### config.mk
export PLATFORM = sky130hd
export DESIGN_NAME = oisc8_ram_arbiter_flat
export DESIGN_NICKNAME = d
export VERILOG_FILES = /design/src/rtl/oisc8_ram_arbiter_if.sv /design/src/rtl/oisc8_ram_arbiter.sv /design/src/flat_wrapper.sv
export SDC_FILE = /design/constraint.sdc
export NUM_CORES = 1
export LEC_CHECK = 0
export ABC_AREA = 0
export BUFFER_PORTS_ARGS = -buffer_cell sky130_fd_sc_hd__buf_2
export CAP_MARGIN = 20
export CELL_PAD_IN_SITES_DETAIL_PLACEMENT = 2
export CELL_PAD_IN_SITES_GLOBAL_PLACEMENT = 2
export CORE_MARGIN = 5
export CORE_UTILIZATION = 29
export DETAILED_ROUTE_END_ITERATION = 12
export PLACE_DENSITY_LB_ADDON = 0.12
export RECOVER_POWER = 100
export SYNTH_ARGS = -nofsm -noshare
export SYNTH_HDL_FRONTEND = slang
export SYNTH_SLANG_ARGS = --single-unit
### constraint.sdc
create_clock -name clk -period 5.2 [get_ports clk]
set_input_delay 0.26 -clock clk [delete_from_list [all_inputs] [get_ports clk]]
set_output_delay 0.26 -clock clk [all_outputs]
set_load 0.1 [all_outputs]
### src/rtl/oisc8_ram_arbiter_if.sv
// Bus bundle shared by the two requesters, the RAM port and the arbiter.
// The "slave" modport is the arbiter's view; "master" is the environment
// (requesters plus RAM) driving it.
interface oisc8_ram_arbiter_if #(
    parameter int AW = 24,
    parameter int DW = 16
);
    logic [1:0]      m_req;
    logic [1:0]      m_we;
    logic [2*AW-1:0] m_addr;
    logic [2*DW-1:0] m_wdata;
    logic [1:0]      m_gnt;
    logic [1:0]      m_rvalid;
    logic [DW-1:0]   m_rdata;
    logic [1:0]      m_err;
    logic            ram_req;
    logic            ram_we;
    logic [AW-1:0]   ram_addr;
    logic [DW-1:0]   ram_wdata;
    logic            ram_ready;
    logic            ram_rvalid;
    logic [DW-1:0]   ram_rdata;

    modport slave (
        input  m_req, m_we, m_addr, m_wdata,
        output m_gnt, m_rvalid, m_rdata, m_err,
        output ram_req, ram_we, ram_addr, ram_wdata,
        input  ram_ready, ram_rvalid, ram_rdata
    );

    modport master (
        output m_req, m_we, m_addr, m_wdata,
        input  m_gnt, m_rvalid, m_rdata, m_err,
        input  ram_req, ram_we, ram_addr, ram_wdata,
        output ram_ready, ram_rvalid, ram_rdata
    );
endinterface

### src/rtl/oisc8_ram_arbiter.sv
// Two-master arbiter for the single external RAM port.
// M0 (CPU) has fixed priority; M1 (DMA) is forced through after M0 has won
// STARVE_LIMIT times in a row while M1 was waiting. Only one transaction is
// in flight; a read that never returns data is closed after TIMEOUT cycles
// with zero data and an error pulse.
module oisc8_ram_arbiter #(
    parameter int AW           = 24,
    parameter int DW           = 16,
    parameter int STARVE_LIMIT = 4,
    parameter int TIMEOUT      = 255
) (
    input  logic                  clk,
    input  logic                  rst,
    oisc8_ram_arbiter_if.slave    bus
);
    localparam int SW = $clog2(STARVE_LIMIT + 1);
    localparam int TW = $clog2(TIMEOUT + 1);
    localparam logic [SW-1:0] STREAK_MAX   = SW'(STARVE_LIMIT);
    localparam logic [TW-1:0] TIMEOUT_LAST = TW'(TIMEOUT - 1);

    typedef enum logic [1:0] {IDLE, ISSUE, RD_WAIT} state_t;

    state_t        state;
    logic [SW-1:0] streak;
    logic [TW-1:0] wait_cnt;
    logic          owner;
    logic          cmd_we;
    logic [AW-1:0] cmd_addr;
    logic [DW-1:0] cmd_wdata;
    logic [1:0]    rvalid_q;
    logic [1:0]    err_q;
    logic [DW-1:0] rdata_q;
    logic          pick_m1;
    logic [1:0]    owner_onehot;

    // Winner for the current IDLE cycle: M1 only if M0 is quiet or M1 has waited out its streak
    always_comb begin
        pick_m1      = bus.m_req[1] & (~bus.m_req[0] | (streak == STREAK_MAX));
        owner_onehot = owner ? 2'b10 : 2'b01;
    end

    // Main controller: command capture, RAM handshake, read completion and timeout
    always_ff @(posedge clk or negedge rst) begin
        if (!rst) begin
            state     <= IDLE;
            streak    <= '0;
            wait_cnt  <= '0;
            owner     <= 1'b0;
            cmd_we    <= 1'b0;
            cmd_addr  <= '0;
            cmd_wdata <= '0;
            rvalid_q  <= '0;
            err_q     <= '0;
            rdata_q   <= '0;
        end else begin
            rvalid_q <= '0;
            err_q    <= '0;
            case (state)
                IDLE: begin
                    if (|bus.m_req) begin
                        owner     <= pick_m1;
                        cmd_we    <= bus.m_we[pick_m1];
                        cmd_addr  <= pick_m1 ? bus.m_addr[AW +: AW] : bus.m_addr[0 +: AW];
                        cmd_wdata <= pick_m1 ? bus.m_wdata[DW +: DW] : bus.m_wdata[0 +: DW];
                        state     <= ISSUE;
                    end
                    // M0 can only win here while streak is below the limit, so the increment never wraps
                    if (!bus.m_req[1] || pick_m1) begin
                        streak <= '0;
                    end else begin
                        streak <= streak + 1'b1;
                    end
                end
                ISSUE: begin
                    if (bus.ram_ready) begin
                        if (cmd_we) begin
                            state <= IDLE;
                        end else begin
                            state    <= RD_WAIT;
                            wait_cnt <= '0;
                        end
                    end
                end
                RD_WAIT: begin
                    if (bus.ram_rvalid) begin
                        rvalid_q <= owner_onehot;
                        rdata_q  <= bus.ram_rdata;
                        state    <= IDLE;
                    end else if (wait_cnt == TIMEOUT_LAST) begin
                        rvalid_q <= owner_onehot;
                        err_q    <= owner_onehot;
                        rdata_q  <= '0;
                        state    <= IDLE;
                    end else begin
                        wait_cnt <= wait_cnt + 1'b1;
                    end
                end
                default: state <= IDLE;
            endcase
        end
    end

    // RAM command comes straight from the captured registers; grant is the same-cycle accept
    always_comb begin
        bus.ram_req   = (state == ISSUE);
        bus.ram_we    = cmd_we;
        bus.ram_addr  = cmd_addr;
        bus.ram_wdata = cmd_wdata;
        bus.m_gnt     = ((state == ISSUE) && bus.ram_ready) ? owner_onehot : 2'b00;
        bus.m_rvalid  = rvalid_q;
        bus.m_err     = err_q;
        bus.m_rdata   = rdata_q;
    end
endmodule

### src/flat_wrapper.sv
// flat-port wrapper written by rule: the top's interface ports become plain ports
module oisc8_ram_arbiter_flat 
#(
    parameter int AW           = 24,
    parameter int DW           = 16,
    parameter int STARVE_LIMIT = 4,
    parameter int TIMEOUT      = 255
)
  (clk, rst, bus_m_req, bus_m_we, bus_m_addr, bus_m_wdata, bus_m_gnt, bus_m_rvalid, bus_m_rdata, bus_m_err, bus_ram_req, bus_ram_we, bus_ram_addr, bus_ram_wdata, bus_ram_ready, bus_ram_rvalid, bus_ram_rdata);
  oisc8_ram_arbiter_if #(.AW(AW), .DW(DW)) bus_i ();
  input  logic clk;
  input  logic rst;
  input wire logic [$bits(bus_i.m_req)-1:0] bus_m_req;
  input wire logic [$bits(bus_i.m_we)-1:0] bus_m_we;
  input wire logic [$bits(bus_i.m_addr)-1:0] bus_m_addr;
  input wire logic [$bits(bus_i.m_wdata)-1:0] bus_m_wdata;
  output wire logic [$bits(bus_i.m_gnt)-1:0] bus_m_gnt;
  output wire logic [$bits(bus_i.m_rvalid)-1:0] bus_m_rvalid;
  output wire logic [$bits(bus_i.m_rdata)-1:0] bus_m_rdata;
  output wire logic [$bits(bus_i.m_err)-1:0] bus_m_err;
  output wire logic [$bits(bus_i.ram_req)-1:0] bus_ram_req;
  output wire logic [$bits(bus_i.ram_we)-1:0] bus_ram_we;
  output wire logic [$bits(bus_i.ram_addr)-1:0] bus_ram_addr;
  output wire logic [$bits(bus_i.ram_wdata)-1:0] bus_ram_wdata;
  input wire logic [$bits(bus_i.ram_ready)-1:0] bus_ram_ready;
  input wire logic [$bits(bus_i.ram_rvalid)-1:0] bus_ram_rvalid;
  input wire logic [$bits(bus_i.ram_rdata)-1:0] bus_ram_rdata;
  assign bus_i.m_req = bus_m_req;
  assign bus_i.m_we = bus_m_we;
  assign bus_i.m_addr = bus_m_addr;
  assign bus_i.m_wdata = bus_m_wdata;
  assign bus_m_gnt = bus_i.m_gnt;
  assign bus_m_rvalid = bus_i.m_rvalid;
  assign bus_m_rdata = bus_i.m_rdata;
  assign bus_m_err = bus_i.m_err;
  assign bus_ram_req = bus_i.ram_req;
  assign bus_ram_we = bus_i.ram_we;
  assign bus_ram_addr = bus_i.ram_addr;
  assign bus_ram_wdata = bus_i.ram_wdata;
  assign bus_i.ram_ready = bus_ram_ready;
  assign bus_i.ram_rvalid = bus_ram_rvalid;
  assign bus_i.ram_rdata = bus_ram_rdata;
  oisc8_ram_arbiter #(.AW(AW), .DW(DW), .STARVE_LIMIT(STARVE_LIMIT), .TIMEOUT(TIMEOUT)) u_core (.clk(clk), .rst(rst), .bus(bus_i));
endmodule
======== After elaboration in Yosys (flattened, before gate mapping) ========
Index checks and enable logic that the tools add are counted.
storage, ports and cells
  output and inout port bits .............. 64
  input port bits ......................... 104
  register bits ........................... 75
  word-level logic and storage cells ...... 62
cells by class
  $add $sub $neg .......................... 2
  reductions and logical operators ........ 11
  mux-type cells .......................... 25
  magnitude comparators ................... 1
  bitwise logic cells ..................... 3
  equal/unequal tests ..................... 10
operators by type and width
  cell                                                                    count
  16-bit two-way mux                                                      3
  8-bit two-way mux                                                       4
  2-bit two-way mux                                                       12
  24-bit two-way mux                                                      1
  8-bit one-hot mux with 2 select lines                                   1
  8-bit by 1-bit adder with 8-bit output (second input constant)          1
  8-bit equality test (second input constant)                             1
  2-bit != test (second input constant)                                   3
  2-bit one-hot mux with 3 select lines                                   1
  5-bit AND reduction                                                     1
  2-bit by 1-bit != test with 1-bit output (second input constant)        2
  2-bit AND reduction                                                     2
  2-bit nonzero test                                                      2
  3-bit by 1-bit adder with 3-bit output (second input constant)          1
  3-bit equality test (second input constant)                             1
  3-bit two-way mux                                                       1
  3-bit by 2-bit != test with 1-bit output (second input constant)        1
  3-bit AND reduction                                                     1
  2-bit by 1-bit equality test with 1-bit output (second input constant)  1
  2-bit equality test (second input constant)                             1
  2-bit zero test                                                         1
  1-bit by 2-bit < comparator with 1-bit output (second input constant)   1
  1-bit two-way mux                                                       2
  2-bit OR reduction                                                      1
  other kinds (6)                                                         6

======== Logic depth before layout (Yosys ltp) ========
  depth in word-level cells ............... 5
  depth in mapped cells ................... 8
  depth with buffers taken out ............ 6

======== Worst setup path after synthesis ========
Ideal clock, no wire load.
  kind .................................... reg-to-output
  start ................................... register u_core.state[0]
  end ..................................... output bus_m_gnt[0]
  slack ................................... 1.554 ns
  stages on the path, launching flop included .. 4
  data arrival time ....................... 3.386 ns
  buffers on the path ..................... 0
  data required time ...................... 4.940 ns
  path through ............................ dfrtp_1 nor2b_1 nand2_1 nor2_1
on the way
  cells in the longest elaborated chain, start to end .. 3
ends and longest elaborated chain
  what                                            RTL line                  text
  start, declared                                 oisc8_ram_arbiter.sv:23   state_t state;
  start signal, assigned                          oisc8_ram_arbiter.sv:45   state <= IDLE;
  start signal, assigned                          oisc8_ram_arbiter.sv:65   state <= ISSUE;
  start signal, assigned                          oisc8_ram_arbiter.sv:77   state <= IDLE;
  2-bit by 1-bit equality test with 1-bit output  --
  named net bus_ram_req                           flat_wrapper.sv:21        output wire logic [$bits(bus_i.ram_req)-1:0] bus_ram_req;
  1-bit logical AND                               oisc8_ram_arbiter.sv:109  bus.m_gnt = ((state == ISSUE) && bus.ram_ready) ? owner_onehot : 2'b00;
  2-bit two-way mux                               oisc8_ram_arbiter.sv:109
  end, declared                                   flat_wrapper.sv:17        output wire logic [$bits(bus_i.m_gnt)-1:0] bus_m_gnt;
The timed path passes the listed nets, and every way through them passes these cells.

======== Worst setup path after layout ========
  start ................................... register u_core.wait_cnt[0]
  end ..................................... register u_core.rdata_q[7] (netlist: u_core.bus.m_rdata[7])
on the way
  cells in the longest elaborated chain, start to end .. 3
ends and longest elaborated chain
  what                           RTL line                 text
  start, declared                oisc8_ram_arbiter.sv:25  logic [TW-1:0] wait_cnt;
  start signal, assigned         oisc8_ram_arbiter.sv:95  wait_cnt <= wait_cnt + 1'b1;
  8-bit equality test            oisc8_ram_arbiter.sv:89  end else if (wait_cnt == TIMEOUT_LAST) begin
  2-bit nonzero test (no line)   --
  2-bit AND reduction (no line)  --
  end signal, assigned           oisc8_ram_arbiter.sv:87  rdata_q <= bus.ram_rdata;
  end, declared                  oisc8_ram_arbiter.sv:32  logic [DW-1:0] rdata_q;
No other way between the ends.
A chain may end at the register's enable or synchronous reset.

==> results.py <==
metrics = {
    "logic_synthesis": {
        "synthArstFlopShare": 1.000,
        "yosysSeqAreaShare": 0.5570,
        "synth-edff-count": 0,
        "syn_area_sq_um": 3369,
        "yosysWarnings": 0,
        "yosys-top-cells-area": "dfrtp_1 (56%), mux2i_1 (13%), a21oi_1 (6.2%), nor2_1 (5.7%), a22o_1 (4.2%)",
        "ys.flop_type": "dfrtp_1",
        "syn_inst": 306,
        "ys_ff_latch": 75,
        "avgSynthCellArea_sq_um": 11.01,
        "synth_fp_nets": 414,
        "yosysUniqueCellTypes": 37,
        "synth_top_area_share": 0.5570,
        "yosysTopAreaCell": "dfrtp_1",
    },
    "setup_path": {
        "cp_max_fo": 18,
        "required_ns": 5.47,
        "end_kind": "flop",
        "cp-start-kind": "flop",
        "path_cells": "inv_1, ha_1, nand3_1, nor2_1, o21ai_0, a22o_1",
        "slowest_stage": "o21ai_0",
        "cpPeakStageDelay_ns": 1.57,
        "path_class": "flop to flop",
        "cp_data_arrival_time_ns": 3.12,
    },
    "floorplan": {
        "initial_utilization": 0.2951,
        "chipWidth_um": 117.8,
        "num_rows": 39,
        "io_pins": 168,
        "core-area_sq_um": 11420,
        "design.die.area_sq_um": 13870,
        "die_y_um": 117.8,
    },
    "clock_tree": {
        "clk_pin_slew_ns": 0.06,
        "cts_buffer_depth": 2,
        "clock_sinks": 75,
        "cts_resized": 0,
        "cts_tree": "yes",
        "postCtsSetupRepairBufs": 0,
        "cts_max_level": 3,
        "cts_made_buffers": 9,
        "clock_latency_ns": 0.34,
        "clockRootBuffer": "clkbuf_16",
    },
    "sta": {
        "max_slew.worst_pin.slew_ns": 2.090,
        "maxSlewViolCount": 19,
        "finalHoldViolations": 0,
        "finalCriticalPeriod_ns": 2.848,
        "skew_ns": 0.007311,
        "max_freq_ghz": 0.3512,
        "rsz0062_at_grt": "no",
        "setup_viol_count_final": 0,
        "setup_tns_ns": 0,
        "finalCritPeriodShare": 0.5476,
        "relSlewSlack": -0.4083,
    },
    "route": {
        "wirelength_um": 10840,
        "drtIter0Drc": 89,
        "ant_nets": 0,
        "first_pass_iters": 4,
        "drc": 0,
        "vias": 2972,
        "routed_via_density": 4.809,
        "wl_per_cell_um": 17.53,
    },
    "final_layout": {
        "nFillCells": 1285,
        "area_delta_synth_final_pct": 36.13,
        "layout.nets": 577,
        "drive_gt1_frac": 0.2637,
    },
    "placed_design": {
        "dp_hpwl_um": 8010,
        "place_congestion": 0.7028,
        "io_buffers": 167,
    },
    "status": {
        "status": "finished with violations",
        "failed_checks": "max-capacitance violations, max-slew violations",
    },
    "global_route": {
        "track_usage": 0.1576,
        "grt_pass1_vias": 3350,
        "overflow": 0,
        "grt_pass1_wl_um": 17480,
        "grt_antenna_before_repair": 1,
        "grt_max_degree": 76,
    },
    "flow_run": {
        "cap_violations": 1,
    },
    "min_path": {
        "min_path_type": "primary input to flop",
    },
}
-- worst max-delay path: cells and delay by family, from the launching register on --
| family | cells | cell delay (ns) |
|---|---|---|
| buf+inv | 1 | 0.06 |
| fa+ha+maj | 1 | 0.21 |
| flops | 1 | 0.42 |
| simple gates | 2 | 0.16 |
| compound gates | 2 | 1.91 |
-- kinds of logic after synthesis --
family	share of synthesized area
AO/OA/AOI/OAI	0.1519
adder cells (fa/ha/maj)	0.01485
buffers and inverters	0.04382
flip-flops	0.5570
multiplexers	0.1277
AND/OR/NAND/NOR	0.1047
-- layout make-up --
type,instances,area (sq um),area share
Multi-Input combinational cell,206,1338,0.2916
Tap cell,143,178.9,0.03901
Clock inverter,4,95.09,0.02073
Timing Repair Buffer,171,807.0,0.1759
Inverter,6,22.52,0.004910
Antenna cell,1,2.502,0.0005456
Sequential cell,75,1877,0.4092
Clock buffer,12,266.5,0.05810
-- worst paths after layout --
check	from	end	slack, ns	cells past startpoint
setup / recovery	u_core.wait_cnt[0]	u_core.bus.m_rdata[7]	2.35	6
setup reg to reg	u_core.wait_cnt[0]	u_core.bus.m_rdata[7]	2.35	6
hold / removal	bus_ram_rdata[10]	u_core.bus.m_rdata[10]	0.14	2
max in group asynchronous	rst	u_core.bus.ram_wdata[7]	3.59	3
hold reg to reg	u_core.owner	u_core.bus.m_err[0]	0.49	1
min in group asynchronous	rst	u_core.wait_cnt[0]	0.72	2
-- synth_stat cells (2+ instances only) --
| library cell | number |
|---|---|
| mux2i_1 | 43 |
| ha_1 | 4 |
| inv_1 | 6 |
| o21ai_2 | 2 |
| clkbuf_1 | 2 |
| a22o_1 | 16 |
| o31ai_1 | 3 |
| nand3_1 | 8 |
| buf_6 | 4 |
| dfrtp_1 | 75 |
| nand2_1 | 8 |
| nor2_1 | 51 |
| o211ai_1 | 2 |
| buf_4 | 3 |
| buf_2 | 10 |
| a21oi_1 | 42 |
| o21ai_0 | 6 |
| a21o_1 | 2 |
-- repair_timing --
action / in CTS / in global routing
hold endpoints to repair: 0 / 20
endpoints found under the setup margin: 0 / 0
hold buffers: 0 / 1
-- layout by cell type, fill, tap and decap left out, types with 3 or more instances in the layout --
cell / Yosys / final
a21oi_1: 42 / 42
a22o_1: 16 / 16
buf_2: 10 / 102
bufinv_16: 0 / 3
clkbuf_1: 2 / 65
clkbuf_16: 0 / 9
clkbuf_8: 0 / 3
dfrtp_1: 75 / 75
ha_1: 4 / 4
inv_1: 6 / 6
mux2i_1: 43 / 43
nand2_1: 8 / 8
nand3_1: 8 / 8
nor2_1: 51 / 51
o21ai_0: 6 / 8
o31ai_1: 3 / 3
-- layer usage --
metal	global-route usage	vias up	routed length, um
li1	-	1421	-
met1	0.1865	1440	4526
met2	0.2585	97	5377
met3	0.05718	14	711
met4	0.06523	0	220
met5	0	-	0
-- flip-flops by register name, summed over array words and instances, names as in the netlist, 2 cells and up --
register,cells
u_core.bus.m_rvalid,2
u_core.bus.m_err,2
u_core.bus.m_rdata,16
u_core.state,2
u_core.streak,3
u_core.bus.ram_wdata,16
u_core.bus.ram_addr,24
u_core.wait_cnt,8
-- per-stage QoR --
stage,instance area [sq um],instances,utilization,setup WS (ns),hold WS [ns]
after detailed placement,4280,599,0.3749,2.723,0.4820
after floorplan,3369,306,-,1.554,-0.03559
after global placement,4280,599,0.3749,2.875,0.4788
after global routing,4587,618,0.4017,2.033,0.1272
final,4587,618,0.4017,2.352,0.1386
after CTS,4642,615,0.4065,2.737,0.1205
Power is left out: the tool's default activity adds up to more than one toggle a clock period on the data nets, which glitch-free logic cannot reach.
